===== src/rtl/spi_load_master.sv =====
// SPI mode-0 master that turns single-word read/write requests into the load/debug slave's byte protocol.
// Define SPI_LOAD_MASTER_READ_EN to build the dummy/read-data path; without it, reads are rejected with rsp_err_o.
module spi_load_master #(
   parameter int CLK_DIV      = 2,
   parameter int DUMMY_CYCLES = 32,
   parameter int CS_IDLE      = 4
) (
   input  logic        clk,
   input  logic        rst,
   input  logic        req_valid_i,
   output logic        req_ready_o,
   input  logic        req_write_i,
   input  logic [31:0] req_addr_i,
   input  logic [31:0] req_wdata_i,
   output logic        rsp_valid_o,
   output logic [31:0] rsp_rdata_o,
   output logic        rsp_err_o,
   output logic        spi_sck_o,
   output logic        spi_csn_o,
   output logic        spi_sdo_o,
   input  logic        spi_sdi_i
);

   typedef enum logic [2:0] {
      S_IDLE, S_CMD, S_ADDR, S_WDATA, S_DUMMY, S_RDATA, S_GAP, S_REJECT
   } state_t;

   localparam logic [7:0]       CMD_WRITE  = 8'h02;
   localparam logic [7:0]       CMD_READ   = 8'h0B;
   localparam logic [7:0]       DIV_LAST   = 8'(CLK_DIV - 1);
   localparam logic [5:0]       DUMMY_LAST = 6'(DUMMY_CYCLES - 1);
   localparam int               GAP_W      = (CS_IDLE > 1) ? $clog2(CS_IDLE) : 1;
   localparam logic [GAP_W-1:0] GAP_LAST   = GAP_W'(CS_IDLE - 1);

   state_t            state;
   state_t            state_next;
   logic [31:0]       addr_q;
   logic [31:0]       wdata_q;
   logic [31:0]       shreg;
   logic [5:0]        bit_cnt;
   logic [7:0]        div_cnt;
   logic              sck_q;
   logic [GAP_W-1:0]  gap_cnt;
   logic              accept;
   logic              spi_active;
   logic              tick;
   logic              sck_fall;
   logic              field_done;
`ifdef SPI_LOAD_MASTER_READ_EN
   logic              wr_q;
   logic              sck_rise;
   logic [31:0]       rx_sh;
   logic [31:0]       rdata_q;
`else
   logic              unused_sdi;
`endif

   assign accept     = (state == S_IDLE) && req_valid_i;
   assign spi_active = state inside {S_CMD, S_ADDR, S_WDATA, S_DUMMY, S_RDATA};
   assign tick       = spi_active && (div_cnt == DIV_LAST);
   assign sck_fall   = tick && sck_q;
   assign field_done = sck_fall && (bit_cnt == 6'd0);

   always_ff @(posedge clk or posedge rst) begin
      if (rst) state <= S_IDLE;
      else     state <= state_next;
   end

   always_comb begin
      state_next = state;
      case (state)
         S_IDLE: begin
            if (req_valid_i) begin
`ifdef SPI_LOAD_MASTER_READ_EN
               state_next = S_CMD;
`else
               state_next = req_write_i ? S_CMD : S_REJECT;
`endif
            end
         end
         S_CMD:   if (field_done) state_next = S_ADDR;
         S_ADDR: begin
            if (field_done) begin
`ifdef SPI_LOAD_MASTER_READ_EN
               state_next = wr_q ? S_WDATA : S_DUMMY;
`else
               state_next = S_WDATA;
`endif
            end
         end
         S_WDATA: if (field_done) state_next = S_GAP;
`ifdef SPI_LOAD_MASTER_READ_EN
         S_DUMMY: if (field_done) state_next = S_RDATA;
         S_RDATA: if (field_done) state_next = S_GAP;
`endif
         S_GAP:    if (gap_cnt == '0) state_next = S_IDLE;
         S_REJECT: state_next = S_IDLE;
         default:  state_next = S_IDLE;
      endcase
   end

   always_comb begin
      req_ready_o = (state == S_IDLE);
      spi_csn_o   = !spi_active;
      rsp_valid_o = ((state == S_GAP) && (gap_cnt == '0)) || (state == S_REJECT);
      rsp_err_o   = (state == S_REJECT);
   end

   assign spi_sck_o = sck_q;
   assign spi_sdo_o = shreg[31];

   // Shift on the SCK falling edge; at the end of each field load the next one chosen by state_next.
   always_ff @(posedge clk or posedge rst) begin
      if (rst) begin
         addr_q  <= '0;
         wdata_q <= '0;
         shreg   <= '0;
         bit_cnt <= '0;
         div_cnt <= '0;
         sck_q   <= 1'b0;
         gap_cnt <= '0;
`ifdef SPI_LOAD_MASTER_READ_EN
         wr_q    <= 1'b0;
`endif
      end else if (accept) begin
         addr_q  <= req_addr_i;
         wdata_q <= req_wdata_i;
         bit_cnt <= 6'd7;
         div_cnt <= '0;
         sck_q   <= 1'b0;
`ifdef SPI_LOAD_MASTER_READ_EN
         wr_q    <= req_write_i;
         shreg   <= {(req_write_i ? CMD_WRITE : CMD_READ), 24'h0};
`else
         shreg   <= req_write_i ? {CMD_WRITE, 24'h0} : 32'h0;
`endif
      end else if (spi_active) begin
         if (tick) begin
            div_cnt <= '0;
            sck_q   <= ~sck_q;
         end else begin
            div_cnt <= div_cnt + 8'd1;
         end
         if (sck_fall) begin
            if (bit_cnt == 6'd0) begin
               case (state_next)
                  S_ADDR:  begin shreg <= addr_q;  bit_cnt <= 6'd31;     end
                  S_WDATA: begin shreg <= wdata_q; bit_cnt <= 6'd31;     end
                  S_DUMMY: begin shreg <= '0;      bit_cnt <= DUMMY_LAST; end
                  S_RDATA: begin shreg <= '0;      bit_cnt <= 6'd31;     end
                  default: begin shreg <= '0;      gap_cnt <= GAP_LAST;  end
               endcase
            end else begin
               shreg   <= {shreg[30:0], 1'b0};
               bit_cnt <= bit_cnt - 6'd1;
            end
         end
      end else if (state == S_GAP) begin
         gap_cnt <= gap_cnt - GAP_W'(1);
      end
   end

`ifdef SPI_LOAD_MASTER_READ_EN
   assign sck_rise = tick && !sck_q;

   // Sample MISO on the SCK rising edge; publish the word only once the RDATA field completes.
   always_ff @(posedge clk or posedge rst) begin
      if (rst) begin
         rx_sh   <= '0;
         rdata_q <= '0;
      end else begin
         if (sck_rise && (state == S_RDATA)) rx_sh <= {rx_sh[30:0], spi_sdi_i};
         if (field_done && (state == S_RDATA)) rdata_q <= rx_sh;
      end
   end

   assign rsp_rdata_o = rdata_q;
`else
   assign unused_sdi  = spi_sdi_i;
   assign rsp_rdata_o = '0;
`endif

endmodule

===== config.mk =====
export PLATFORM = sky130hd
export DESIGN_NAME = spi_load_master
export DESIGN_NICKNAME = d
export VERILOG_FILES = /design/src/rtl/spi_load_master.sv
export SDC_FILE = /design/constraint.sdc
export NUM_CORES = 1
export LEC_CHECK = 0
export BUFFER_PORTS_ARGS = -buffer_cell sky130_fd_sc_hd__clkbuf_2
export CAP_MARGIN = 20
export CORE_ASPECT_RATIO = 1.1
export CORE_MARGIN = 4
export CORE_UTILIZATION = 30
export CTS_BUF_LIST = sky130_fd_sc_hd__clkbuf_8
export DETAILED_ROUTE_END_ITERATION = 16
export PLACE_DENSITY_LB_ADDON = 0.2
export SLEW_MARGIN = 20
export SYNTH_ARGS = -nofsm -noshare
export SYNTH_HDL_FRONTEND = slang
export SYNTH_SLANG_ARGS = --single-unit

===== constraint.sdc =====
create_clock -name clk -period 3.12 [get_ports clk]
set_input_delay 0.156 -clock clk [delete_from_list [all_inputs] [get_ports clk]]
set_output_delay 0.156 -clock clk [all_outputs]
set_load 0.01 [all_outputs]

==> metrics.md <==
| Metric | Value |
|---|---|
| Wire length per cell | approximately 13 um |
| Static Leak | 3.709 nW |
| Hpwl dp | 8.255 mm |
| Die Wd | 138.6 um |
| Ys async rst share | 1.000 |
| Max-Cap Viols | 0 |
| Final Skew | about 0.0081 ns |
| Worst Path Arrival | between 2 and 3 ns |
| Top cell type's share of synthesized area | 0.5157 |
| Die area | 0.02102 mm2 |
| Post-synthesis sequential area ratio | 0.5157 |
| Initial drt markers | around 260 |
| R2r worst-path depth | 7 |
| Clock sinks | 116 |
| Setup slack at placement | 0.6264 ns |
| # setup viols final | 0 |
| Synth Register Bits | between 100 and 150 |
| Max H-tree Level | 4 |
| Synth warnings | 0 |
| Initial antenna violation count | 0 |
| CP endpoint kind | flip-flop |
| Vias per cell | roughly 4.5 |
| Synthesized area | 0.005629 mm2 |
| Ys flop type | dfrtp_1 |
| Unrepaired setup endpoints after global routing | no |
| Pins Over Slew Limit | 0 |
| GRT Overall Usage | 0.1301 |
| Final TNS setup | 0 ns |
| Critical path class | flip-flop to flip-flop |
| Row count | between 50 and 60 |
| Vias in the first global route | 4687 |
| Routed WL | 12.97 mm |
| Final hold violations | 0 |
| ANT cells | 0 |
| Slew HR | 0.5124 |
| Pwr Density | around 670 mW/mm2 |
| CTS Buf Count | 17 |
| Fillers | 1828 |
| WHS Path Cells | 5 |
| Startpoint class of the critical path | flip-flop |
| Final nets | between 800 and 900 |
| Largest net degree at the start of global routing | 117 |
| Area Overhead vs Synth | 29.34% |
| GP Congestion | about 0.73 |
| Initial Util | 0.3057 |
| Synth top area cells | dfrtp_1 (52%), nand2_1 (14%), mux2i_1 (5.7%), buf_4 (4.3%), and3_1 (4.0%) |
| Period utilisation layout | 0.8033 |
| Clk root buf | clkbuf_8 |
| Slew @ Worst Pin | 0.7315 ns |
| Pre-antenna DRT Iters | 4 |
| Post-synth EDFFs | 0 |
| Post-route ant nets | 0 |
| Port bufs | 73 |
| # DRC | 0 |
| Required time of the worst setup path | 3.42 ns |
| Status | finished clean |
| Fin crit period | 2.506 ns |
| HP Class | input port to flip-flop |
| First-pass GRT wire length | 22.38 mm |
| Worst setup margin | 0.6137 ns |
| Gr ovfl total | 0 |
| Clk Latency, worst-skew pair | between 0.4 and 0.5 ns |
| VDD IR max | about 0.30 mV |
| CP Max Fanout | 18 |
| Synth cell types | 40 |
| Die Y | 151.7 um |
| Clock slew at reported path FFs | 0.07 ns |
| Vias | 4534 |
| Share of layout cells above drive strength 1 | 0.1641 |
| Cells after synthesis | 623 |
| Core ar. | 0.01841 mm2 |
| Max clock buf depth | 2 |
| TritonCTS clock tree | yes |
| Synth area leader | dfrtp_1 |
| FMAX | 399.0 MHz |
| Syn avg cell area | between 9 and 10 um2 |
| PostCTS Resize Cnt | 0 |
| # IOs | 107 |
## path summary, 6_finish.rpt
check	startpoint	to	slack, ns
max in group asynchronous	rst	addr_q[24]$_DFFE_PP0P_	2.20
min reg2reg	addr_q[13]$_DFFE_PP0P_	addr_q[13]$_DFFE_PP0P_	0.47
max	state[2]$_DFF_PP0_	shreg[28]$_DFFE_PP0P_	0.61
max reg2reg	state[2]$_DFF_PP0_	shreg[28]$_DFFE_PP0P_	0.61
min	req_write_i	shreg[25]$_DFFE_PP0P_	0.15
min in group asynchronous	rst	gap_cnt[0]$_DFFE_PP0P_	0.46
## final cells by class
| cell class | instances | area, um2 | share of cell area |
|---|---|---|---|
| Clock buffer | 20 | 275.3 | 0.03781 |
| Clock inverter | 12 | 209.0 | 0.02870 |
| Inverter | 9 | 37.54 | 0.005156 |
| Multi-Input combinational cell | 459 | 2406 | 0.3305 |
| Sequential cell | 116 | 2903 | 0.3987 |
| Tap cell | 243 | 304.0 | 0.04176 |
| Timing Repair Buffer | 152 | 1146 | 0.1574 |
## logic make-up (layout without fill, tap and decap cells)
kind of cell / after synthesis / after routing / share of synthesized area
AO/OA/AOI/OAI: 94 / 94 / 0.09647
XOR/XNOR: 5 / 5 / 0.007779
adder cells (fa/ha/maj): 5 / 5 / 0.01111
buffers and inverters: 79 / 193 / 0.08091
flip-flops: 116 / 116 / 0.5157
multiplexers: 33 / 33 / 0.05890
other: 1 / 32 / 0.0006662
AND/OR/NAND/NOR: 290 / 290 / 0.2285
## state kept, by name (all words and copies together), names as in the netlist
name and flops:
shreg 32, addr_q 32, wdata_q 32, div_cnt 8
spi_sck_o 1, bit_cnt 6, state 3, gap_cnt 2
## synthesized netlist by cell type, types with 2 or more instances
master     count
and3_1        36
a21oi_1       12
o21ai_0       12
nand4_1        2
o21bai_1       2
xor2_1         4
nor3b_1        2
nand2_1      207
ha_1           5
or3_1          2
nor3_1         3
a311oi_1       2
and2_1         4
buf_4         32
inv_1          9
mux2i_1       32
o21ai_1       29
nand3_1        8
nand2b_1       5
dfrtp_1      116
a31oi_1       31
nor2_1        14
clkbuf_1      32
o2bb2ai_1      2
buf_6          5
## power breakdown
part / switching (mW) / total, mW / internal [mW]
Combinational: 0.606 / 1.08 / 0.470
Sequential: 0.254 / 2.15 / 1.90
Clock: 0.595 / 1.68 / 1.09
## critical path: stages (launching register included)
cell and delay [ns]:
dfrtp_1 0.53, a211o_1 0.39, nor4_4 0.31, and3_2 0.27
a221o_2 0.18, buf_4 0.33, mux2i_1 0.27, o21ai_1 0.08
## per-layer routing
metal	global-route usage	share of wire
met4	0.04397	0.010
met3	0.03296	0.040
met2	0.2180	0.47
met1	0.1652	0.48
met5	0	0
## placed cells by master (no fill, tap or decap), drive strengths merged
master and instances:
nand3 8, a211o 1, conb 32, nor3 4, nand3b 1, clkinvlp 2, nand2 207, mux2i 32
nand4 2, nor4 2, buf 14, o21ai 41, clkinv 2, a311oi 2, o2bb2ai 2, a31oi 31
ha 5, dfrtp 116, nor4b 1, mux2 1, and2 4, or2 1, nor3b 2, a21oi 12
or3 2, a221o 1, xnor2 1, o211ai 1, dlygate4sd3 65, o21bai 2, clkbuf 93, nand2b 5
and3 37, o21a 1, bufinv 6, nor2 14, xor2 4, inv 11
## stage by stage
stage,utilization,hold WS [ns],instance area (um2),power [mW],std cells
floorplan,-,0.2614,5749,2.924,654
global placement,0.3338,0.3494,6146,3.161,914
detailed placement,0.3338,0.3483,6146,3.209,914
CTS,0.3954,0.1090,7281,4.986,1011
global route,0.3954,0.1527,7281,5.249,1011
finish,0.3954,0.1503,7281,4.906,1011
## what timing repair did
action,4_1_cts,5_1_grt
hold endpoints to repair,180,0
setup buffers,0,0
hold buffers,65,0
(Power assumes the default switching activity.)
